**src/rtl/scan_tb_pkg.sv**
```systemverilog
// rtl/scan_tb_pkg.sv - shared types and default geometry for the s5378 scan pattern applier
package scan_tb_pkg;

  localparam int DEF_CHAIN_LEN = 179;
  localparam int DEF_PI_W      = 35;
  localparam int DEF_PO_W      = 49;

  // Load and flush shifting are sequenced inside scan_shift_engine, so one state covers each.
  typedef enum logic [3:0] {
    ST_IDLE,
    ST_LOAD,
    ST_SETTLE1,
    ST_CAPT_PO,
    ST_CAPT_CK,
    ST_SETTLE2,
    ST_REPORT,
    ST_FLUSH,
    ST_FREPORT,
    ST_DONE
  } state_t;

  typedef struct packed {
    logic                     ck;
    logic                     si_cap;
    logic                     se_cap;
    logic                     last;
    logic [DEF_PI_W-1:0]      pi;
    logic [DEF_CHAIN_LEN-1:0] si_vec;
    logic [DEF_PO_W-1:0]      exp_po;
    logic [DEF_CHAIN_LEN-1:0] exp_so;
  } pattern_t;

endpackage

```
**src/rtl/scan_pattern_applier_if.sv**
```systemverilog
// rtl/scan_pattern_applier_if.sv - pattern input stream and result output stream bundle
interface scan_pattern_applier_if
  import scan_tb_pkg::*;
#(
  parameter int CHAIN_LEN = DEF_CHAIN_LEN,
  parameter int PI_W      = DEF_PI_W,
  parameter int PO_W      = DEF_PO_W,
  parameter int IDX_W     = 16
);

  logic                 pat_valid;
  logic                 pat_ready;
  logic                 pat_ck;
  logic                 pat_si_cap;
  logic                 pat_se_cap;
  logic                 pat_last;
  logic [PI_W-1:0]      pat_pi;
  logic [CHAIN_LEN-1:0] pat_si_vec;
  logic [PO_W-1:0]      pat_exp_po;
  logic [CHAIN_LEN-1:0] pat_exp_so;

  logic                 res_valid;
  logic                 res_ready;
  logic [IDX_W-1:0]     res_idx;
  logic [PO_W-1:0]      res_po_err;
  logic [CHAIN_LEN-1:0] res_so_err;
  logic [CHAIN_LEN-1:0] res_so;
  logic                 res_flush;

  modport master (
    output pat_valid, pat_ck, pat_si_cap, pat_se_cap, pat_last,
           pat_pi, pat_si_vec, pat_exp_po, pat_exp_so, res_ready,
    input  pat_ready, res_valid, res_idx, res_po_err, res_so_err,
           res_so, res_flush
  );

  modport slave (
    input  pat_valid, pat_ck, pat_si_cap, pat_se_cap, pat_last,
           pat_pi, pat_si_vec, pat_exp_po, pat_exp_so, res_ready,
    output pat_ready, res_valid, res_idx, res_po_err, res_so_err,
           res_so, res_flush
  );

endinterface

```
**src/rtl/scan_shift_engine.sv**
```systemverilog
// rtl/scan_shift_engine.sv - two-cycle-per-bit scan load/unload sequencer
module scan_shift_engine #(
  parameter int CHAIN_LEN = 179
) (
  input  logic                 CK,
  input  logic                 RST,
  input  logic                 start,
  input  logic                 zero_fill,
  input  logic [CHAIN_LEN-1:0] si_vec,
  input  logic                 dut_so,
  output logic                 busy,
  output logic                 last,
  output logic                 si,
  output logic                 ck_en,
  output logic [CHAIN_LEN-1:0] so_vec
);

  localparam int CW = (CHAIN_LEN > 1) ? $clog2(CHAIN_LEN) : 1;

  logic                 active_q;
  logic                 phase_c_q;
  logic                 zero_q;
  logic [CW-1:0]        cnt_q;
  logic [CHAIN_LEN-1:0] so_q;

  // Data phase samples test_so before the clock phase shifts the chain, so the
  // first bit unloaded lands in the MSB after CHAIN_LEN shifts.
  always_ff @(posedge CK) begin
    if (RST) begin
      active_q  <= 1'b0;
      phase_c_q <= 1'b0;
      zero_q    <= 1'b0;
      cnt_q     <= '0;
      so_q      <= '0;
    end else if (!active_q) begin
      if (start) begin
        active_q  <= 1'b1;
        phase_c_q <= 1'b0;
        zero_q    <= zero_fill;
        cnt_q     <= CW'(CHAIN_LEN - 1);
      end
    end else if (!phase_c_q) begin
      so_q      <= {so_q[CHAIN_LEN-2:0], dut_so};
      phase_c_q <= 1'b1;
    end else begin
      phase_c_q <= 1'b0;
      if (cnt_q == '0) begin
        active_q <= 1'b0;
      end else begin
        cnt_q <= cnt_q - 1'b1;
      end
    end
  end

  assign busy   = active_q;
  assign ck_en  = active_q && phase_c_q;
  assign last   = active_q && phase_c_q && (cnt_q == '0);
  assign si     = active_q && !zero_q && si_vec[cnt_q];
  assign so_vec = so_q;

endmodule

```
**src/rtl/scan_pattern_applier.sv**
```systemverilog
// rtl/scan_pattern_applier.sv - applies stored scan patterns to the s5378 core and grades responses
module scan_pattern_applier
  import scan_tb_pkg::*;
#(
  parameter int CHAIN_LEN  = DEF_CHAIN_LEN,
  parameter int PI_W       = DEF_PI_W,
  parameter int PO_W       = DEF_PO_W,
  parameter int SETTLE_CYC = 20,
  parameter int IDX_W      = 16
) (
  input  logic                  CK,
  input  logic                  RST,
  scan_pattern_applier_if.slave bus,
  output logic [PI_W-1:0]       dut_pi,
  output logic                  dut_si,
  output logic                  dut_se,
  output logic                  dut_ck_en,
  input  logic [PO_W-1:0]       dut_po,
  input  logic                  dut_so,
  output logic [IDX_W-1:0]      fault_cnt,
  output logic                  done
);

  localparam int SW = $clog2(SETTLE_CYC + 1);

  state_t               state_q, state_d;
  pattern_t             pat_q;
  logic [PO_W-1:0]      act_po_q;
  logic [IDX_W-1:0]     idx_q;
  logic [IDX_W-1:0]     fault_q;
  logic [SW-1:0]        wait_q;

  logic                 eng_start, eng_zero, eng_busy, eng_last, eng_si, eng_ck_en;
  logic [CHAIN_LEN-1:0] eng_so;
  logic                 handshake, in_settle, settle_done, mismatch;
  logic [PO_W-1:0]      po_err;
  logic [CHAIN_LEN-1:0] so_err;

  scan_shift_engine #(.CHAIN_LEN(CHAIN_LEN)) u_shift (
    .CK        (CK),
    .RST       (RST),
    .start     (eng_start),
    .zero_fill (eng_zero),
    .si_vec    (pat_q.si_vec),
    .dut_so    (dut_so),
    .busy      (eng_busy),
    .last      (eng_last),
    .si        (eng_si),
    .ck_en     (eng_ck_en),
    .so_vec    (eng_so)
  );

  assign handshake   = (state_q == ST_IDLE) && bus.pat_valid;
  assign in_settle   = (state_q == ST_SETTLE1) || (state_q == ST_SETTLE2);
  assign settle_done = (wait_q == SW'(SETTLE_CYC - 1));
  assign po_err      = act_po_q ^ pat_q.exp_po;
  assign so_err      = eng_so ^ pat_q.exp_so;
  assign mismatch    = (|po_err) || (|so_err);

  always_ff @(posedge CK) begin
    if (RST) begin
      state_q  <= ST_IDLE;
      pat_q    <= '0;
      act_po_q <= '0;
      idx_q    <= '0;
      fault_q  <= '0;
      wait_q   <= '0;
    end else begin
      state_q <= state_d;
      if (handshake) begin
        pat_q <= '{ck: bus.pat_ck, si_cap: bus.pat_si_cap, se_cap: bus.pat_se_cap,
                   last: bus.pat_last, pi: bus.pat_pi, si_vec: bus.pat_si_vec,
                   exp_po: bus.pat_exp_po, exp_so: bus.pat_exp_so};
      end
      if (state_q == ST_CAPT_PO) begin
        act_po_q <= dut_po;
      end
      wait_q <= (in_settle && !settle_done) ? wait_q + 1'b1 : '0;
      if (state_q == ST_REPORT && bus.res_ready) begin
        idx_q <= idx_q + 1'b1;
        if (mismatch && !(&fault_q)) begin
          fault_q <= fault_q + 1'b1;
        end
      end
    end
  end

  always_comb begin
    state_d        = state_q;
    eng_start      = 1'b0;
    eng_zero       = 1'b0;
    dut_si         = 1'b0;
    dut_se         = 1'b0;
    dut_ck_en      = 1'b0;
    bus.pat_ready  = 1'b0;
    bus.res_valid  = 1'b0;
    bus.res_flush  = 1'b0;
    bus.res_idx    = '0;
    bus.res_po_err = '0;
    bus.res_so_err = '0;
    bus.res_so     = '0;
    case (state_q)
      ST_IDLE: begin
        bus.pat_ready = !RST;
        if (bus.pat_valid) begin
          eng_start = 1'b1;
          state_d   = ST_LOAD;
        end
      end
      ST_LOAD: begin
        dut_se    = eng_busy;
        dut_si    = eng_si;
        dut_ck_en = eng_ck_en;
        if (eng_last) state_d = ST_SETTLE1;
      end
      ST_SETTLE1: begin
        dut_se = 1'b1;
        if (settle_done) state_d = ST_CAPT_PO;
      end
      ST_CAPT_PO: begin
        dut_si  = pat_q.si_cap;
        dut_se  = pat_q.se_cap;
        state_d = pat_q.ck ? ST_CAPT_CK : ST_SETTLE2;
      end
      ST_CAPT_CK: begin
        dut_si    = pat_q.si_cap;
        dut_se    = pat_q.se_cap;
        dut_ck_en = 1'b1;
        state_d   = ST_SETTLE2;
      end
      ST_SETTLE2: begin
        dut_si = pat_q.si_cap;
        dut_se = pat_q.se_cap;
        if (settle_done) state_d = ST_REPORT;
      end
      ST_REPORT: begin
        bus.res_valid  = 1'b1;
        bus.res_idx    = idx_q;
        bus.res_po_err = po_err;
        bus.res_so_err = so_err;
        bus.res_so     = eng_so;
        if (bus.res_ready) begin
          if (pat_q.last) begin
            eng_start = 1'b1;
            eng_zero  = 1'b1;
            state_d   = ST_FLUSH;
          end else begin
            state_d = ST_IDLE;
          end
        end
      end
      ST_FLUSH: begin
        dut_se    = eng_busy;
        dut_si    = eng_si;
        dut_ck_en = eng_ck_en;
        if (eng_last) state_d = ST_FREPORT;
      end
      ST_FREPORT: begin
        bus.res_valid = 1'b1;
        bus.res_flush = 1'b1;
        bus.res_idx   = idx_q;
        bus.res_so    = eng_so;
        if (bus.res_ready) state_d = ST_DONE;
      end
      ST_DONE: begin
        state_d = ST_DONE;
      end
      default: state_d = ST_IDLE;
    endcase
  end

  assign dut_pi    = pat_q.pi;
  assign fault_cnt = fault_q;
  assign done      = (state_q == ST_DONE);

endmodule

```
**src/flat_wrapper.sv**
```systemverilog
// flat-port wrapper written by rule: the top's interface ports become plain ports
module scan_pattern_applier_flat import scan_tb_pkg::*;
#(
  parameter int CHAIN_LEN  = DEF_CHAIN_LEN,
  parameter int PI_W       = DEF_PI_W,
  parameter int PO_W       = DEF_PO_W,
  parameter int SETTLE_CYC = 20,
  parameter int IDX_W      = 16
)
  (CK, RST, dut_pi, dut_si, dut_se, dut_ck_en, dut_po, dut_so, fault_cnt, done, bus_pat_valid, bus_pat_ck, bus_pat_si_cap, bus_pat_se_cap, bus_pat_last, bus_pat_pi, bus_pat_si_vec, bus_pat_exp_po, bus_pat_exp_so, bus_res_ready, bus_pat_ready, bus_res_valid, bus_res_idx, bus_res_po_err, bus_res_so_err, bus_res_so, bus_res_flush);
  scan_pattern_applier_if #(.CHAIN_LEN(CHAIN_LEN), .PI_W(PI_W), .PO_W(PO_W), .IDX_W(IDX_W)) bus_i ();
  input  logic CK;
  input  logic RST;
  output logic [PI_W-1:0] dut_pi;
  output logic dut_si;
  output logic dut_se;
  output logic dut_ck_en;
  input  logic [PO_W-1:0] dut_po;
  input  logic dut_so;
  output logic [IDX_W-1:0] fault_cnt;
  output logic done;
  input wire logic [$bits(bus_i.pat_valid)-1:0] bus_pat_valid;
  input wire logic [$bits(bus_i.pat_ck)-1:0] bus_pat_ck;
  input wire logic [$bits(bus_i.pat_si_cap)-1:0] bus_pat_si_cap;
  input wire logic [$bits(bus_i.pat_se_cap)-1:0] bus_pat_se_cap;
  input wire logic [$bits(bus_i.pat_last)-1:0] bus_pat_last;
  input wire logic [$bits(bus_i.pat_pi)-1:0] bus_pat_pi;
  input wire logic [$bits(bus_i.pat_si_vec)-1:0] bus_pat_si_vec;
  input wire logic [$bits(bus_i.pat_exp_po)-1:0] bus_pat_exp_po;
  input wire logic [$bits(bus_i.pat_exp_so)-1:0] bus_pat_exp_so;
  input wire logic [$bits(bus_i.res_ready)-1:0] bus_res_ready;
  output wire logic [$bits(bus_i.pat_ready)-1:0] bus_pat_ready;
  output wire logic [$bits(bus_i.res_valid)-1:0] bus_res_valid;
  output wire logic [$bits(bus_i.res_idx)-1:0] bus_res_idx;
  output wire logic [$bits(bus_i.res_po_err)-1:0] bus_res_po_err;
  output wire logic [$bits(bus_i.res_so_err)-1:0] bus_res_so_err;
  output wire logic [$bits(bus_i.res_so)-1:0] bus_res_so;
  output wire logic [$bits(bus_i.res_flush)-1:0] bus_res_flush;
  assign bus_i.pat_valid = bus_pat_valid;
  assign bus_i.pat_ck = bus_pat_ck;
  assign bus_i.pat_si_cap = bus_pat_si_cap;
  assign bus_i.pat_se_cap = bus_pat_se_cap;
  assign bus_i.pat_last = bus_pat_last;
  assign bus_i.pat_pi = bus_pat_pi;
  assign bus_i.pat_si_vec = bus_pat_si_vec;
  assign bus_i.pat_exp_po = bus_pat_exp_po;
  assign bus_i.pat_exp_so = bus_pat_exp_so;
  assign bus_i.res_ready = bus_res_ready;
  assign bus_pat_ready = bus_i.pat_ready;
  assign bus_res_valid = bus_i.res_valid;
  assign bus_res_idx = bus_i.res_idx;
  assign bus_res_po_err = bus_i.res_po_err;
  assign bus_res_so_err = bus_i.res_so_err;
  assign bus_res_so = bus_i.res_so;
  assign bus_res_flush = bus_i.res_flush;
  scan_pattern_applier #(.CHAIN_LEN(CHAIN_LEN), .PI_W(PI_W), .PO_W(PO_W), .SETTLE_CYC(SETTLE_CYC), .IDX_W(IDX_W)) u_core (.CK(CK), .RST(RST), .bus(bus_i), .dut_pi(dut_pi), .dut_si(dut_si), .dut_se(dut_se), .dut_ck_en(dut_ck_en), .dut_po(dut_po), .dut_so(dut_so), .fault_cnt(fault_cnt), .done(done));
endmodule
```
**config.mk**
```make
export PLATFORM = sky130hd
export DESIGN_NAME = scan_pattern_applier_flat
export DESIGN_NICKNAME = d
export VERILOG_FILES = /design/src/rtl/scan_tb_pkg.sv /design/src/rtl/scan_pattern_applier_if.sv /design/src/rtl/scan_shift_engine.sv /design/src/rtl/scan_pattern_applier.sv /design/src/flat_wrapper.sv
export SDC_FILE = /design/constraint.sdc
export NUM_CORES = 2
export LEC_CHECK = 0
export CAP_MARGIN = 15
export CELL_PAD_IN_SITES_DETAIL_PLACEMENT = 0
export CELL_PAD_IN_SITES_GLOBAL_PLACEMENT = 1
export CORE_AREA = 3 3 377 379
export CTS_BUF_LIST = sky130_fd_sc_hd__clkbuf_2
export CTS_CLUSTER_DIAMETER = 60
export DETAILED_ROUTE_END_ITERATION = 10
export DIE_AREA = 0 0 380 382
export PLACE_DENSITY = 0.67
export SYNTH_ARGS = -nofsm -noshare
export SYNTH_HDL_FRONTEND = slang
export SYNTH_SLANG_ARGS = --single-unit
```
**constraint.sdc**
```tcl
create_clock -name CK -period 3.1 [get_ports CK]
set_clock_uncertainty 0.1 [all_clocks]
set_input_delay 0.62 -clock CK [delete_from_list [all_inputs] [get_ports CK]]
set_output_delay 0.62 -clock CK [all_outputs]
set_load 0.01 [all_outputs]
```
==> out/results.tsv <==
stage	metric	value	unit
critical_path	Crit-path slowest cell	mux4_2	
sta	RSZ-0062 raised after global routing	yes	
critical_path	CP max stage delay	0.49	ns
synthesis	Syn Area/Cell	7.66	um^2
floorplanning	Initial Util	0.231	
clock_network	CTS max path bufs	3	
sta	Rel. slew slack	0.253	
synthesis	sequential element share of the synthesized area	0.453	
critical_path	CP Cell Sequence	buf_12 -> buf_4 -> mux4_2 -> mux2_2 -> a21oi_1 -> o21ai_0 -> a21oi_1 -> o41ai_1 -> buf_4	
synthesis	largest area contributor in the netlist	dfxtp_1	
power_and_ir_drop	Pleak	25.0	nW
global_routing	Overflow after GRT	0	
sta	worst slew pin tran	1.12	ns
run_status	violated checks	negative setup slack	
floorplanning	Die H	382	um
placement	I/O Buffers	980	
floorplanning	I/O pin cnt	981	
floorplanning	Cell Rows	137	
clock_network	CTS root buf	clkbuf_2	
final_layout	share of cells above drive strength 1	0.244	
synthesis	Netlist Area Pre-Place	0.0321	mm^2
placement	dpl cell area	0.0449	mm^2
final_layout	final core utilization	0.483	
clock_network	Worst-path clk slew	0.10	ns
sta	final setup margin	-1.61	ns
routing	DR iter-0 viols	2538	
global_routing	initial antenna violation count	19	
critical_path	kind of critical path	flip-flop to primary output	
routing	First-pass DRT Iterations	8	
sta	Setup TNS	-436.99	ns
global_routing	largest net degree at the start of global routing	168	
floorplanning	placeable core area	0.139	mm^2
sta	final hold slack	0.310	ns
sta	FMAX	0.212	GHz
final_layout	nets	7457	
clock_network	clock sinks	726	
placement	dpl cells	6920	
synthesis	FFs w/ async S/R, synth	0	
critical_path	WP depth	9	
floorplanning	die footprint	0.145	mm^2
critical_path	Setup crit end kind	primary output	
synthesis	Syn Nets	4696	
routing	drt drc	0	
sta	Setup-failing EPs final	508	
synthesis	synth unique cells	65	
sta	Final Hold Vio Count	0	
power_and_ir_drop	total power	33.7	mW
clock_network	CTS tree	yes	
routing	WL/cell	20.5	um
power_and_ir_drop	Peak supply drop	402	uV
routing	DR vias	41100	
critical_path	worst path arrival time	3.99	ns
clock_network	# H-tree levels	4	
placement	HPWL after DPL	115000	um
routing	final wirelength	185000	um
critical_path	CP startpoint kind	flip-flop	
critical_path	Worst Path Buf+Inv	3	
run_status	status	finished with violations	
final_layout	most common cell after layout, fill and taps aside	dlygate4sd3_1	
clock_network	Num CTS Buffers	204	
worst_hold_path	depth of the worst hold-timing path	2	
sta	Tcrit/Tclk final	1.52	
critical_path	Req. time, crit path	2.38	ns
synthesis	Post-synth EDFFs	0	
placement	Final GP Congestion	0.912	
synthesis	Mapped Cells	4191	
clock_network	Skew-Pair Late Insertion Delay	1.72	ns
routing	vias per cell	4.56	
critical_path	Worst R2R Path Depth	10	
critical_path	Top delay family on crit path	multiplexers	
critical_path	Max FO, Critical Path	12	
final_layout	most frequent cells in the layout	1443 x dlygate4sd3_1, 1381 x nand2_1, 720 x dfxtp_1	
synthesis	Synth warnings	0	
sta	fin crit period	4.71	ns
global_routing	Tot GR Track Use	0.239	
final_layout	Syn-to-layout area delta	110	%
job	number of max-cap violations	0	
worst_hold_path	hold crit path type	flip-flop to flip-flop	
routing	ANT nets after route	0	
synthesis	main area contributors after synthesis	dfxtp_1 45%, nand2_1 16%, a21oi_1 11%	
synthesis	post-synthesis register bit count	726	
floorplanning	Die W	380	um
global_routing	number of global-route vias before repair	41900	
placement	pre-CTS WS	-0.685	ns
final_layout	Final Non-Filler Cells	9002	
global_routing	first-pass GRT wire length	265000	um
sta	Slew Limit Fails	0	
power_and_ir_drop	P per Cell Area	501	mW/mm^2
synthesis	area share of the largest cell type after synthesis	0.453	
synthesis	Top FF cell, synth	dfxtp_1	
final_layout	fin area	0.0673	mm^2
==> layer usage <==
layer	share of wire	global-route usage	routed length, um	up-vias
li1	-	-	-	19300
met1	0.40	0.284	74000	19700
met2	0.49	0.411	90000	1591
met3	0.065	0.0548	12000	420
met4	0.048	0.107	8930	8
met5	0.00030	0	55	-
==> final cells by class <==
type | instances | area, um^2
Inverter | 12 | 61.3
Multi-Input combinational cell | 3113 | 18000
Tap cell | 1876 | 2350
Sequential cell | 726 | 14500
Antenna cell | 22 | 55.1
Fill cell | 12700 | 71900
Timing Repair Buffer | 2895 | 30400
Clock inverter | 52 | 295
Clock buffer | 306 | 1530
==> state kept, by name (all words and copies together), names as in the netlist <==
register and count:
u_core.pat_q 411, u_core.act_po_q 49, u_core.state_q 4, u_core.u_shift.busy 1, u_core.u_shift.zero_q 1, u_core.u_shift.cnt_q 8, u_core.dut_pi 35, u_core.u_shift.so_vec 179
u_core.idx_q 16, u_core.fault_cnt 16, u_core.u_shift.phase_c_q 1, u_core.wait_q 5
==> cells by family after synthesis <==
family / count (synthesis) / share of synthesized area
multiplexers: 61 / 0.0364
XOR/XNOR: 252 / 0.0688
AND/OR/NAND/NOR: 2041 / 0.269
flip-flops: 726 / 0.453
adder cells (fa/ha/maj): 5 / 0.00195
AO/OA/AOI/OAI: 754 / 0.122
buffers and inverters: 352 / 0.0485
==> worst paths after layout <==
check / startpoint / endpoint / slack (ns)
max: u_core.u_shift.cnt_q[0]$_SDFFE_PP0P_ / dut_si / -1.61
min: u_core.u_shift.so_vec[152]$_SDFFE_PP0P_ / u_core.u_shift.so_vec[153]$_SDFFE_PP0P_ / 0.31
max reg2reg: u_core.pat_q[179]$_SDFFE_PP0P_ / u_core.fault_cnt[0]$_SDFFE_PP0P_ / -0.40
min reg2reg: u_core.u_shift.so_vec[152]$_SDFFE_PP0P_ / u_core.u_shift.so_vec[153]$_SDFFE_PP0P_ / 0.31
==> cells in the mapped netlist, types with 13 or more instances <==
cell,number
nor4_1,17
nand4_1,68
dfxtp_1,726
nor2_1,279
xnor2_1,240
nand2_1,1385
and2_1,196
buf_4,40
a21oi_1,699
nand3_1,22
nor3_1,13
clkbuf_1,273
mux4_2,43
==> tightest hold or removal path: cells and delay by family, from the launching register on <==
kind / cells / cell delay [ns]
DFF: 1 / 0.36
and+or+nand+nor: 1 / 0.07
AOI/OAI and AO/OA: 1 / 0.06
==> what timing repair did <==
action | CTS | global route
cloned | 33 | 6
endpoints found under the hold margin | 726 | 0
pin swaps | 46 | 125
resized for setup | 1739 | 1281
hold buffers | 1444 | 0
setup endpoints to repair | 497 | 555
setup buffers | 140 | 137
==> report_power, final <==
part / leakage, nW / total, mW / internal (mW) / switching [mW]
Combinational: 17.7 / 14.6 / 7.07 / 7.52
Clock: 1.40 / 7.33 / 2.77 / 4.56
Sequential: 5.91 / 11.8 / 10.7 / 1.03
Note: power is estimated with default switching activity, not from simulation.
